$ cat src/rtl/transmitter.sv
// transmitter: send side of the inter-board audio link.
// Rounds/saturates 18-bit left/right samples to 12 bits and presents them on
// parallel outputs framed by tx_ready (SETUP low, HIGH high, HOLD low). The far
// end latches data on the falling edge of tx_ready. A single-entry pending
// buffer absorbs one sample of jitter; overwriting it pulses overrun.
//
// Ports:
//   clock_in     in   system clock, posedge
//   reset        in   synchronous, active-high
//   ready_in     in   one-cycle sample strobe
//   l_audio_in   in   [17:0] left sample, two's complement
//   r_audio_in   in   [17:0] right sample, two's complement
//   l_audio_out  out  [11:0] left link word (registered)
//   r_audio_out  out  [11:0] right link word (registered)
//   tx_ready     out  link strobe (registered)
//   busy         out  frame in progress (registered)
//   overrun      out  one-cycle pulse when a pending sample is overwritten
module transmitter #(
    parameter int unsigned SETUP_CYCLES = 4,
    parameter int unsigned HIGH_CYCLES  = 8,
    parameter int unsigned HOLD_CYCLES  = 4
) (
    input  logic        clock_in,
    input  logic        reset,
    input  logic        ready_in,
    input  logic [17:0] l_audio_in,
    input  logic [17:0] r_audio_in,
    output logic [11:0] l_audio_out,
    output logic [11:0] r_audio_out,
    output logic        tx_ready,
    output logic        busy,
    output logic        overrun
);

    localparam int unsigned IN_W    = 18;
    localparam int unsigned OUT_W   = 12;
    localparam int unsigned MAX_SH  = (SETUP_CYCLES > HIGH_CYCLES) ? SETUP_CYCLES : HIGH_CYCLES;
    localparam int unsigned MAX_CYC = (MAX_SH > HOLD_CYCLES) ? MAX_SH : HOLD_CYCLES;
    localparam int unsigned CNT_W   = (MAX_CYC > 1) ? $clog2(MAX_CYC) : 1;

    typedef enum logic [1:0] {
        ST_IDLE  = 2'd0,
        ST_SETUP = 2'd1,
        ST_HIGH  = 2'd2,
        ST_HOLD  = 2'd3
    } state_e;

    // Round half up on bit 5; the only overflow case is the top positive code.
    function automatic logic [OUT_W-1:0] round_sat(input logic [IN_W-1:0] x);
        logic [OUT_W-1:0] t;
        t = x[IN_W-1:IN_W-OUT_W];
        if ((t == 12'h7FF) && x[5]) begin
            return 12'h7FF;
        end
        return t + OUT_W'(x[5]);
    endfunction

    state_e             state_q, state_d;
    logic [CNT_W-1:0]   cnt_q, cnt_d;

    logic [OUT_W-1:0]   l_out_q, l_out_d;
    logic [OUT_W-1:0]   r_out_q, r_out_d;
    logic [OUT_W-1:0]   pend_l_q, pend_l_d;
    logic [OUT_W-1:0]   pend_r_q, pend_r_d;
    logic               pend_valid_q, pend_valid_d;
    logic               overrun_q, overrun_d;
    logic               tx_ready_q, tx_ready_d;
    logic               busy_q, busy_d;

    logic [OUT_W-1:0]   l_rnd, r_rnd;
    logic               frame_end;
    logic               load_pend;
    logic               load_in;
    logic               write_pend;

    assign l_rnd     = round_sat(l_audio_in);
    assign r_rnd     = round_sat(r_audio_in);
    assign frame_end = (state_q == ST_HOLD) && (cnt_q == '0);

    // State register
    always_ff @(posedge clock_in) begin
        if (reset) begin
            state_q <= ST_IDLE;
            cnt_q   <= '0;
        end else begin
            state_q <= state_d;
            cnt_q   <= cnt_d;
        end
    end

    // Next-state: down-counter reloaded with (length-1) on each state entry
    always_comb begin
        state_d = state_q;
        cnt_d   = cnt_q;
        unique case (state_q)
            ST_IDLE: begin
                if (ready_in) begin
                    state_d = ST_SETUP;
                    cnt_d   = CNT_W'(SETUP_CYCLES - 1);
                end
            end
            ST_SETUP: begin
                if (cnt_q == '0) begin
                    state_d = ST_HIGH;
                    cnt_d   = CNT_W'(HIGH_CYCLES - 1);
                end else begin
                    cnt_d = cnt_q - CNT_W'(1);
                end
            end
            ST_HIGH: begin
                if (cnt_q == '0) begin
                    state_d = ST_HOLD;
                    cnt_d   = CNT_W'(HOLD_CYCLES - 1);
                end else begin
                    cnt_d = cnt_q - CNT_W'(1);
                end
            end
            ST_HOLD: begin
                if (cnt_q == '0) begin
                    if (pend_valid_q || ready_in) begin
                        state_d = ST_SETUP;
                        cnt_d   = CNT_W'(SETUP_CYCLES - 1);
                    end else begin
                        state_d = ST_IDLE;
                    end
                end else begin
                    cnt_d = cnt_q - CNT_W'(1);
                end
            end
            default: begin
                state_d = ST_IDLE;
                cnt_d   = '0;
            end
        endcase
    end

    // Output / datapath next values
    always_comb begin
        l_out_d      = l_out_q;
        r_out_d      = r_out_q;
        pend_l_d     = pend_l_q;
        pend_r_d     = pend_r_q;
        pend_valid_d = pend_valid_q;
        overrun_d    = 1'b0;

        // Pending data always wins at frame end; a same-cycle strobe refills the buffer.
        load_pend  = frame_end && pend_valid_q;
        load_in    = ready_in && ((state_q == ST_IDLE) || (frame_end && !pend_valid_q));
        write_pend = ready_in && (state_q != ST_IDLE) && !load_in;

        if (load_pend) begin
            l_out_d      = pend_l_q;
            r_out_d      = pend_r_q;
            pend_valid_d = 1'b0;
        end else if (load_in) begin
            l_out_d = l_rnd;
            r_out_d = r_rnd;
        end

        if (write_pend) begin
            pend_l_d     = l_rnd;
            pend_r_d     = r_rnd;
            pend_valid_d = 1'b1;
            // Refilling the just-drained slot at frame end is not a loss.
            overrun_d    = pend_valid_q && !frame_end;
        end

        tx_ready_d = (state_d == ST_HIGH);
        busy_d     = (state_d != ST_IDLE);
    end

    // Datapath and output registers
    always_ff @(posedge clock_in) begin
        if (reset) begin
            l_out_q      <= '0;
            r_out_q      <= '0;
            pend_l_q     <= '0;
            pend_r_q     <= '0;
            pend_valid_q <= 1'b0;
            overrun_q    <= 1'b0;
            tx_ready_q   <= 1'b0;
            busy_q       <= 1'b0;
        end else begin
            l_out_q      <= l_out_d;
            r_out_q      <= r_out_d;
            pend_l_q     <= pend_l_d;
            pend_r_q     <= pend_r_d;
            pend_valid_q <= pend_valid_d;
            overrun_q    <= overrun_d;
            tx_ready_q   <= tx_ready_d;
            busy_q       <= busy_d;
        end
    end

    assign l_audio_out = l_out_q;
    assign r_audio_out = r_out_q;
    assign tx_ready    = tx_ready_q;
    assign busy        = busy_q;
    assign overrun     = overrun_q;

endmodule
$ cat config.mk
export PLATFORM = sky130hd
export DESIGN_NAME = transmitter
export DESIGN_NICKNAME = d
export VERILOG_FILES = /design/src/rtl/transmitter.sv
export SDC_FILE = /design/constraint.sdc
export NUM_CORES = 1
export LEC_CHECK = 0
export ABC_AREA = 1
export BUFFER_PORTS_ARGS = -buffer_cell sky130_fd_sc_hd__buf_2
export CAP_MARGIN = 5
export CORE_ASPECT_RATIO = 0.9
export CORE_MARGIN = 3
export CORE_UTILIZATION = 30
export CTS_CLUSTER_DIAMETER = 50
export DETAILED_ROUTE_END_ITERATION = 16
export HOLD_SLACK_MARGIN = 0.06
export PLACE_DENSITY = 0.57
export SYNTH_ARGS = -nofsm -noshare
export SYNTH_HDL_FRONTEND = slang
export SYNTH_SLANG_ARGS = --single-unit
export TNS_END_PERCENT = 20
$ cat constraint.sdc
create_clock -name clock_in -period 4.8 [get_ports clock_in]
set_input_delay 0.48 -clock clock_in [delete_from_list [all_inputs] [get_ports clock_in]]
set_output_delay 0.48 -clock clock_in [all_outputs]
set_load 0.05 [all_outputs]
==> results of run 1 <==
## cell usage in the layout (no fill, tap or decap), types with 2 or more instances in the layout
| cell | n |
|---|---|
| o21ai_0 | 18 |
| o21ai_1 | 20 |
| clkbuf_16 | 9 |
| a21oi_2 | 20 |
| nand2_1 | 118 |
| clkinv_2 | 2 |
| inv_1 | 56 |
| xor2_1 | 3 |
| nand3b_1 | 7 |
| nor2_1 | 88 |
| nand3_1 | 24 |
| ha_1 | 6 |
| clkinvlp_4 | 2 |
| buf_2 | 55 |
| a21oi_1 | 24 |
| inv_2 | 4 |
| xnor2_1 | 4 |
| nor2_2 | 3 |
| nor2_4 | 2 |
| nand4_1 | 8 |
| nor3_1 | 2 |
| dfxtp_1 | 57 |
## kinds of logic (layout without fill, tap and decap cells)
family / after synthesis / in the layout / share of synthesized area (%)
simple gates: 258 / 258 / 34.2
compound gates: 85 / 85 / 16.1
buf+inv: 81 / 133 / 10.7
flops: 57 / 57 / 34.9
xor+xnor: 7 / 7 / 1.87
fa+ha+maj: 6 / 6 / 2.29
## per-layer routing
metal,share of wire [%],vias to the layer above
met4,1.4,0
li1,-,1657
met2,46,57
met1,48,1392
met5,0,-
met3,4.8,13
## synth_stat cells (all sizes together)
| cell type | instances | area, um2 |
|---|---|---|
| ha | 6 | 75.1 |
| o211ai | 1 | 7.51 |
| nand4 | 8 | 50.1 |
| xnor2 | 4 | 35.0 |
| a21oi | 45 | 312 |
| nand3b | 7 | 52.6 |
| nand2 | 120 | 460 |
| dfxtp | 57 | 1140 |
| o21ai | 39 | 206 |
| nand3 | 26 | 148 |
| xor2 | 3 | 26.3 |
| nor3 | 2 | 10.0 |
| nor2 | 94 | 392 |
| buf | 15 | 100 |
| inv | 61 | 231 |
| clkbuf | 5 | 18.8 |
| nor4 | 1 | 6.26 |
## final cells by class
class,count,area (um2),share of cell area [%]
sequential,57,1140,29.3
clock inverter,5,55.1,1.41
inverter,61,231,5.94
tap,129,161,4.14
multi-input combinational,356,1780,45.7
timing repair buffer,56,283,7.26
clock buffer,11,243,6.23
## flip-flops by register name, summed over array words and instances, names as in the netlist
signal        flops
pend_valid_q      1
pend_r_q         12
overrun           1
busy              1
tx_ready          1
pend_l_q         12
state_q           2
l_audio_out      12
cnt_q             3
r_audio_out      12
## power groups by stage
stage / Sequential (W) / Combinational (W) / Clock, W
floorplan: 0.000648 / 0.000193 / 0
global placement: 0.000562 / 0.000357 / 0
detailed placement: 0.000564 / 0.000361 / 0
CTS: 0.000555 / 0.000362 / 0.000644
global route: 0.000560 / 0.000396 / 0.000666
finish: 0.000555 / 0.000358 / 0.000629
## how the worst min path moves through the flow
stage,slack [ns],end
2_1_floorplan,0.44,pend_l_q[0]
4_1_cts,0.46,pend_l_q[3]
3_3_place_gp,0.45,pend_r_q[7]
5_1_grt,0.48,pend_l_q[3]
3_5_place_dp,0.46,pend_l_q[3]
6_report,0.46,pend_r_q[7]
## worst min-delay path, stage by stage (launching register included)
cell     delay [ns]
dfxtp_1        0.30
nand2_1        0.06
a21oi_1        0.05
## metrics by stage
step,area [um2],setup WS [ns]
2_1_floorplan,3270,3.26
3_3_place_gp,3600,2.64
3_5_place_dp,3600,2.65
4_1_cts,3890,2.79
5_1_grt,3890,2.61
6_report,3890,2.83
==> out/summary.log, run 1 <==
[min_path] Worst Hold Depth 2
[synth] gate count after technology mapping 494
[grt] via count of the first global-routing pass 2952
[finish] number of antenna diodes 0
[setup_path] Required @ worst endpoint 5.05 ns
[grt] first-pass GRT wire length 13400 um
[power] net load switching power 0.000504 W
[setup_path] type of element launching the critical path flip-flop
[power] Pleak 1.80 nW
[setup_path] crit-path max cell delay 0.48 ns
[route] router iterations before antenna repair 4
[finish] Area growth syn-to-layout 19.0%
[clocking] clock transition at the register clock pins on the worst setup and hold paths after CTS 0.05 ns
[synth] post-synthesis average cell area 6.62 um2
[place] number of placed cells counting well taps 659
[setup_path] worst setup path end pend_r_q[9]
[place] post-DP HPWL 5610 um
[route] vias after detailed routing 3119
[floorplan] die width 116 um
[place] Final Wtd Congestion 0.895
[synth] number of warning messages in the yosys log 0
[setup_path] r2r worst-path depth 9
[power] overall power after layout 0.00154 W
[route] wire per inst 11.9 um
[status] run status finished clean
[setup_path] Worst Setup End Kind flip-flop
[sta] Tmin final 1.97 ns
[grt] maximum number of pins on one net before global-route repair 49
[clocking] TritonCTS buffer count 9
[flow_run] max-capacitance violation count 0
[sta] worst-margin pin slew 1.07 ns
[synth] combined area of all synthesized cells 3270 um2
[grt] met2 GRT Util 21.6%
[floorplan] count of boundary I/O pins 66
[clocking] TritonCTS clock tree yes
[clocking] hold_buf cts 0
[floorplan] cell row count 35
[clocking] worst-case clock buffer depth 2
[sta] Clock Skews 0.00427 ns
[power] part of the total power dissipated in the clock network 40.8%
[power] cell area power density 396 nW/um2
[floorplan] core area 10400 um2
[clocking] post-CTS resize count 0
[synth] number of library cell types mapped by synthesis 32
[setup_path] top fanout value on the critical path 27
[sta] achievable frequency 0.507 GHz
[synth] part of the Yosys area used for sequential elements 34.9%
[power] sequential group share of total power 36.0%
[route] number of remaining DRC errors 0
[min_path] Hold Crit Class reg2reg
[setup_path] cell chain of the critical path inv_1, ha_1, nand2_1, nor2_2, nand3_2, nand3_4, inv_2, o21ai_0, nor2_1
[sta] final worst hold slack 0.463 ns
[place] number of input and output port buffers inserted 55
[grt] aggregate global routing overflow 0
[sta] count of final hold-check violations 0
[grt] antenna violations before repair 0
[clocking] root buffer cell clkbuf_16
[clocking] number of setup buffers added after CTS 0
[power] VDD IR max 189 uV
[clocking] worst skew pair latency 0.32 ns
[setup_path] path type of the worst setup path reg2reg
[sta] unrepaired setup endpoints after global routing false
[power] combinational share of power 23.2%
[sta] final setup TNS 0 ns
[setup_path] count of buffering cells on the critical path with inverters included 2
[route] post-route antenna net violation count 0
[setup_path] RR Startpoint cnt_q[0]
[grt] GR Util All Layers 13.6%
[floorplan] Initial Util 31.4%
[setup_path] launching element of the worst setup path cnt_q[0]
[finish] number of nets at the end of the flow 586
[route] ratio of routed vias to standard cells 4.62
[finish] final core utilization 37.4%
[setup_path] top cell family by delay on the critical path simple AND/OR/NAND/NOR gates
[clocking] TritonCTS sink count 57
[setup_path] setup slack, reg-to-reg 2.83 ns
[finish] share of layout cells above drive strength 1 19.8%
[grt] most crowded layer after global routing met2
[synth] flip-flop and latch count after synthesis 57
[sta] headroom to the max-slew limit 28.3%
[finish] post-layout instance count excluding filler cells 675
[synth] number of nets in the synthesized netlist 539
[setup_path] capture instance of the worst register-to-register path pend_r_q[9]
[power] sw frac 32.7%
[finish] filler cell count 1130
[power] internal power contribution 0.00104 W
[route] violation count after the first detailed-routing iteration 132
[sta] post-route fraction of the period consumed by the critical path 41.1%
[setup_path] number of logic stages on the critical path including buffering 9
[sta] number of endpoints failing setup at the final stage 0
[sta] final-report max-slew violation count 0
[min_path] worst hold start pend_r_q[7]
[setup_path] Crit path arrival time 2.22 ns
[floorplan] Die Height 105 um
[setup_path] Worst path slowest cell inv_2
[clocking] # H-tree levels 3
[route] Detailed Route WL 8030 um
[grt] met3 Use GR 4.23%
[grt] met1 track demand over resource in global routing 17.6%
[floorplan] floorplan die area 12200 um2
Note: power is estimated with default switching activity, not from simulation.
==> run 2, diff against run 1 <==
==> constraint.sdc (replaced) <==
create_clock -name clock_in -period 2 [get_ports clock_in]
set_input_delay 0.2 -clock clock_in [delete_from_list [all_inputs] [get_ports clock_in]]
set_output_delay 0.2 -clock clock_in [all_outputs]
set_load 0.05 [all_outputs]
==> out/summary.log, run 2 (same netlist as run 1, synthesis figures left out) <==
[finish] number of antenna diodes 0 [unchanged]
[place] Final Wtd Congestion 0.856 [-4.3%]
[route] violation count after the first detailed-routing iteration 105 [-20%]
[setup_path] Worst Setup End Kind flip-flop
[min_path] Hold Crit Class in2reg
[clocking] number of setup buffers added after CTS 0 [unchanged]
[finish] final core utilization 38.4% [+1.1 points]
[grt] aggregate global routing overflow 0 [unchanged]
[clocking] worst-case clock buffer depth 2 [unchanged]
[route] vias after detailed routing 3105 [-0.45%]
[grt] via count of the first global-routing pass 2952 [unchanged]
[route] Detailed Route WL 7970 um [-0.85%]
[place] number of placed cells counting well taps 668 [+1.4%]
[setup_path] top fanout value on the critical path 24 [-11%]
[status] run status finished clean
[finish] number of nets at the end of the flow 595 [+1.5%]
[place] post-DP HPWL 5920 um [+5.5%]
[clocking] root buffer cell clkbuf_16
[setup_path] type of element launching the critical path flip-flop
[clocking] post-CTS resize count 0 [unchanged]
[power] VDD IR max 459 uV [+140%]
[clocking] # H-tree levels 3 [unchanged]
[clocking] clock transition at the register clock pins on the worst setup and hold paths after CTS 0.05 ns [about the same]
[finish] filler cell count 1112 [-1.6%]
[finish] multi-input gate area in the final layout 1780 um2 [unchanged]
[finish] top library cells by usage in the layout, fill and taps aside nand2_1 (118), nor2_1 (88), dfxtp_1 (57)
[place] number of input and output port buffers inserted 55 [unchanged]
[finish] most common cell after layout, fill and taps aside nand2_1
[flow_run] max-capacitance violation count 0 [unchanged]
[setup_path] Crit path arrival time 1.98 ns [-0.24 ns]
[sta] achievable frequency 0.584 GHz [+15%]
[route] router iterations before antenna repair 4 [unchanged]
[sta] unrepaired setup endpoints after global routing false
[clocking] worst skew pair latency 0.33 ns [about the same]
[floorplan] core area 10400 um2 [unchanged]
[power] overall power after layout 0.00393 W [+160%]
[clocking] TritonCTS buffer count 9 [unchanged]
[floorplan] Initial Util 31.4% [unchanged]
[floorplan] floorplan die area 12200 um2 [unchanged]
[sta] Tmin final 1.71 ns [-0.257 ns]
[grt] GR Util All Layers 13.9% [+0.24 points]
[power] cell area power density 982 nW/um2 [+150%]
[floorplan] cell row count 35 [unchanged]
[sta] worst-margin pin slew 0.410 ns [-0.664 ns]
[grt] antenna violations before repair 0 [unchanged]
[sta] final setup TNS 0 ns [unchanged]
[setup_path] path type of the worst setup path reg2reg
[finish] share of layout cells above drive strength 1 21.3% [+1.5 points]
[clocking] hold_buf cts 0 [unchanged]
[grt] maximum number of pins on one net before global-route repair 29 [-41%]
[sta] number of endpoints failing setup at the final stage 0 [unchanged]
[sta] headroom to the max-slew limit 72.6% [+44 points]
[floorplan] count of boundary I/O pins 66 [unchanged]
[clocking] TritonCTS clock tree yes
[sta] count of final hold-check violations 0 [unchanged]
[sta] final-report max-slew violation count 0 [unchanged]
[grt] first-pass GRT wire length 13600 um [+0.87%]
[power] Pleak 1.87 nW [+3.8%]
[floorplan] die width 116 um [unchanged]
[finish] register area 1140 um2 [unchanged]
[sta] post-route fraction of the period consumed by the critical path 85.7% [+45 points]
[route] number of remaining DRC errors 0 [unchanged]
[place] Post-DP Area 3660 um2 [+1.9%]
[finish] post-layout instance count excluding filler cells 684 [+1.3%]
[route] ratio of routed vias to standard cells 4.54 [-1.8%]
[setup_path] Required @ worst endpoint 2.26 ns [-2.79 ns]
[sta] Clock Skews 0.00573 ns [+0.00146 ns]
[route] wire per inst 11.6 um [-2.2%]
[clocking] TritonCTS sink count 57 [unchanged]
[route] post-route antenna net violation count 0 [unchanged]
[finish] post-route cell area 4010 um2 [+2.8%]
[floorplan] Die Height 105 um [unchanged]
[finish] Area growth syn-to-layout 22.4%
==> run 2: metrics by stage <==
stage / hold WS (ns) / worst slack (ns)
2_1_floorplan: 0.361 / 0.483
3_3_place_gp: 0.452 / 0.318
3_5_place_dp: 0.457 / 0.277
4_1_cts: 0.258 / 0.268
5_1_grt: 0.300 / 0.0636
6_report: 0.255 / 0.287
==> run 2: worst paths after layout <==
kind | startpoint | to | slack, ns | cells past startpoint
min | ready_in | busy | 0.25 | 3
max | cnt_q[0] | pend_r_q[8] | 0.29 | 9
max reg2reg | cnt_q[0] | pend_r_q[8] | 0.29 | 9
min reg2reg | pend_r_q[2] | pend_r_q[2] | 0.46 | 2
==> run 2: routing by layer <==
metal  vias to the layer above  routed length (um)  track usage (%)  part of all wire [%]
met1                      1380                3950             17.8                    50
met4                         0                  86             4.14                   1.1
met3                         7                 318             4.52                   4.0
met2                        49                3610             22.1                    45
met5                         -                   0                0                     0
li1                       1669                   -                -                     -
==> run 2: worst max-delay path, stage by stage (launching register included) <==
cell	delay, ns
dfxtp_1	0.32
inv_1	0.07
ha_1	0.21
nand2_1	0.10
nor2_2	0.06
nand3_2	0.08
nand3_4	0.18
inv_2	0.38
o21ai_0	0.14
nor2_1	0.09
==> run 2: cell type report <==
cell class / count / area share (%)
sequential: 57 / 28.5
inverter: 61 / 5.78
tap: 129 / 4.03
clock inverter: 4 / 1.84
clock buffer: 12 / 6.65
multi-input combinational: 356 / 44.5
timing repair buffer: 65 / 8.75
==> run 2: where the power goes <==
| group | switching, W | internal [W] | leakage (nW) | total [W] |
|---|---|---|---|---|
| combinational | 0.000623 | 0.000253 | 1.24 | 0.000876 |
| sequential | 0.0000658 | 0.00126 | 0.468 | 0.00133 |
| clock | 0.000536 | 0.00119 | 0.169 | 0.00173 |
==> run 3, diff against run 2 <==
--- a/config.mk
+++ b/config.mk
@@ -14,7 +14,7 @@
 export CTS_CLUSTER_DIAMETER = 50
 export DETAILED_ROUTE_END_ITERATION = 16
 export HOLD_SLACK_MARGIN = 0.06
-export PLACE_DENSITY = 0.57
+export PLACE_DENSITY = 0.59
 export SYNTH_ARGS = -nofsm -noshare
 export SYNTH_HDL_FRONTEND = slang
 export SYNTH_SLANG_ARGS = --single-unit
==> constraint.sdc (replaced) <==
create_clock -name clock_in -period 1.4 [get_ports clock_in]
set_input_delay 0.14 -clock clock_in [delete_from_list [all_inputs] [get_ports clock_in]]
set_output_delay 0.14 -clock clock_in [all_outputs]
set_load 0.05 [all_outputs]
==> out/summary.log, run 3 (same netlist as run 1, synthesis figures left out) <==
[status] run status finished, violations left
[status] failing checks negative setup slack
[flow_run] max-capacitance violation count 0 [unchanged]
[power] VDD IR max 624 uV [+36%]
[place] number of input and output port buffers inserted 55 [unchanged]
[route] ratio of routed vias to standard cells 4.58 [+0.97%]
[place] Final Wtd Congestion 0.852 [-0.50%]
[power] overall power after layout 0.00574 W [+46%]
[route] violation count after the first detailed-routing iteration 118 [+12%]
[route] wire per inst 12.0 um [+2.8%]
[power] cell area power density 1300 nW/um2 [+32%]
[finish] register area 1140 um2 [+0.11%]
[route] post-route antenna net violation count 0 [unchanged]
[clocking] clock transition at the register clock pins on the worst setup and hold paths after CTS 0.05 ns [about the same]
[sta] final-report max-slew violation count 0 [unchanged]
[setup_path] Crit path arrival time 1.77 ns [-0.21 ns]
[setup_path] top fanout value on the critical path 20 [-17%]
[floorplan] core area 10400 um2 [unchanged]
[finish] most common cell after layout, fill and taps aside nand2_1
[power] combinational share of power 26.2% [+3.9 points]
[sta] worst-margin pin slew 0.408 ns [-0.00187 ns]
[finish] number of nets at the end of the flow 619 [+4.0%]
[sta] post-route fraction of the period consumed by the critical path 108% [+22 points]
[route] vias after detailed routing 3245 [+4.5%]
[floorplan] Die Height 105 um [unchanged]
[clocking] TritonCTS clock tree yes
[clocking] TritonCTS sink count 57 [unchanged]
[power] Pleak 2.05 nW [+9.5%]
[finish] filler cell count 1082 [-2.7%]
[floorplan] floorplan die area 12200 um2 [unchanged]
[grt] first-pass GRT wire length 13900 um [+2.5%]
[route] router iterations before antenna repair 4 [unchanged]
[setup_path] cell chain of the critical path inv_2, ha_4, inv_2, nor2_4, nand2_2, nor2_4, nand2_4, buf_12, nor2_1, nor2_1, a21oi_2
[setup_path] path type of the worst setup path reg2reg
[route] Detailed Route WL 8480 um [+6.5%]
[setup_path] type of element launching the critical path flip-flop
[floorplan] die width 116 um [unchanged]
[route] number of remaining DRC errors 0 [unchanged]
[floorplan] cell row count 35 [unchanged]
[power] sw frac 32.3% [+1.1 points]
[setup_path] Worst Setup End Kind flip-flop
[grt] aggregate global routing overflow 0 [unchanged]
[grt] GR Util All Layers 14.0% [+0.12 points]
[place] post-DP HPWL 5870 um [-0.78%]
[sta] count of final hold-check violations 0 [unchanged]
[sta] Tmin final 1.51 ns [-0.204 ns]
[finish] number of antenna diodes 0 [unchanged]
[clocking] # H-tree levels 3 [unchanged]
[power] part of the total power dissipated in the clock network 40.6% [-3.3 points]
[min_path] Hold Crit Class in2reg
[finish] multi-input gate area in the final layout 1880 um2 [+5.5%]
[setup_path] Worst path slowest cell dfxtp_2
[clocking] worst-case clock buffer depth 2 [unchanged]
[finish] top library cells by usage in the layout, fill and taps aside nand2_1 (113), nor2_1 (75), dfxtp_1 (56)
[grt] antenna violations before repair 0 [unchanged]
[clocking] worst skew pair latency 0.32 ns [about the same]
[floorplan] count of boundary I/O pins 66 [unchanged]
[grt] via count of the first global-routing pass 3048 [+3.3%]
[sta] Clock Skews 0.00448 ns [-0.00125 ns]
[finish] Area growth syn-to-layout 35.1%
[sta] number of endpoints failing setup at the final stage 50 [+50]
[clocking] root buffer cell clkbuf_16
[place] Post-DP Area 3840 um2 [+4.7%]
[sta] achievable frequency 0.663 GHz [+14%]
[finish] post-route cell area 4420 um2 [+10%]
[clocking] TritonCTS buffer count 9 [unchanged]
[sta] headroom to the max-slew limit 72.7% [+0.099 points]
[sta] unrepaired setup endpoints after global routing true
[power] sequential group share of total power 33.2% [-0.6 points]
[setup_path] crit-path max cell delay 0.32 ns [-0.06 ns]
[power] internal power contribution 0.00389 W [+44%]
[power] net load switching power 0.00185 W [+51%]
[finish] share of layout cells above drive strength 1 29.4% [+8.1 points]
[sta] worst-case setup margin in the final layout -0.109 ns [-0.396 ns]
[setup_path] Required @ worst endpoint 1.66 ns [-0.60 ns]
[floorplan] Initial Util 31.4% [unchanged]
[grt] maximum number of pins on one net before global-route repair 41 [+41%]
-- run 3: critical path, delay by kind of cell (launching register included) --
family / cells / cell delay (ns)
AOI/OAI and AO/OA: 1 / 0.11
adders and majority gates: 1 / 0.13
buffers and inverters: 3 / 0.28
DFF: 1 / 0.32
and+or+nand+nor: 6 / 0.60
-- run 3: what timing repair did --
item / 4_1_cts / 5_1_grt
hold buffers: 0 / 0
cloned: 2 / 2
pin swaps: 4 / 3
endpoints found under the setup margin: 49 / 57
setup buffers: 4 / 0
resized for setup: 21 / 25
-- run 3: power groups by stage --
| stage | Sequential (W) | Combinational (W) | Clock, W |
|---|---|---|---|
| floorplan | 0.00223 | 0.000675 | 0 |
| global placement | 0.00193 | 0.00134 | 0 |
| detailed placement | 0.00193 | 0.00135 | 0 |
| CTS | 0.00190 | 0.00147 | 0.00238 |
| global route | 0.00192 | 0.00165 | 0.00244 |
| finish | 0.00191 | 0.00150 | 0.00233 |
-- run 3: per-layer routing --
metal / GRT usage [%] / routed length [um]
met4: 3.73 / 27
met2: 22.8 / 4100
met1: 18.3 / 3930
met3: 3.53 / 421
met5: 0 / 0
-- run 3: cell type report --
cell class | instances | share of cell area, %
timing repair buffer | 89 | 15.3
tap | 129 | 3.65
multi-input combinational | 356 | 42.5
clock inverter | 7 | 2.15
inverter | 61 | 5.41
clock buffer | 9 | 5.10
sequential | 57 | 25.8
-- run 3: final timing paths --
kind,startpoint,endpoint,slack (ns),cells past startpoint
hold / removal,reset,cnt_q[0],0.16,4
setup / recovery,cnt_q[0],l_audio_out[0],-0.11,11
setup reg to reg,cnt_q[0],l_audio_out[0],-0.11,11
hold reg to reg,pend_l_q[3],pend_l_q[3],0.46,2
-- run 3: per-stage QoR --
stage	util, %	TNS (ns)	hold slack [ns]	cells	setup slack, ns
after floorplan	-	-0.672	0.301	494	-0.0327
after global routing	42.4	-8.82	0.199	708	-0.241
after global placement	36.8	-3.03	0.451	684	-0.0797
after CTS	41.3	-3.02	0.145	706	-0.0981
final	42.4	-3.08	0.164	708	-0.109
after detailed placement	36.8	-3.98	0.454	684	-0.115
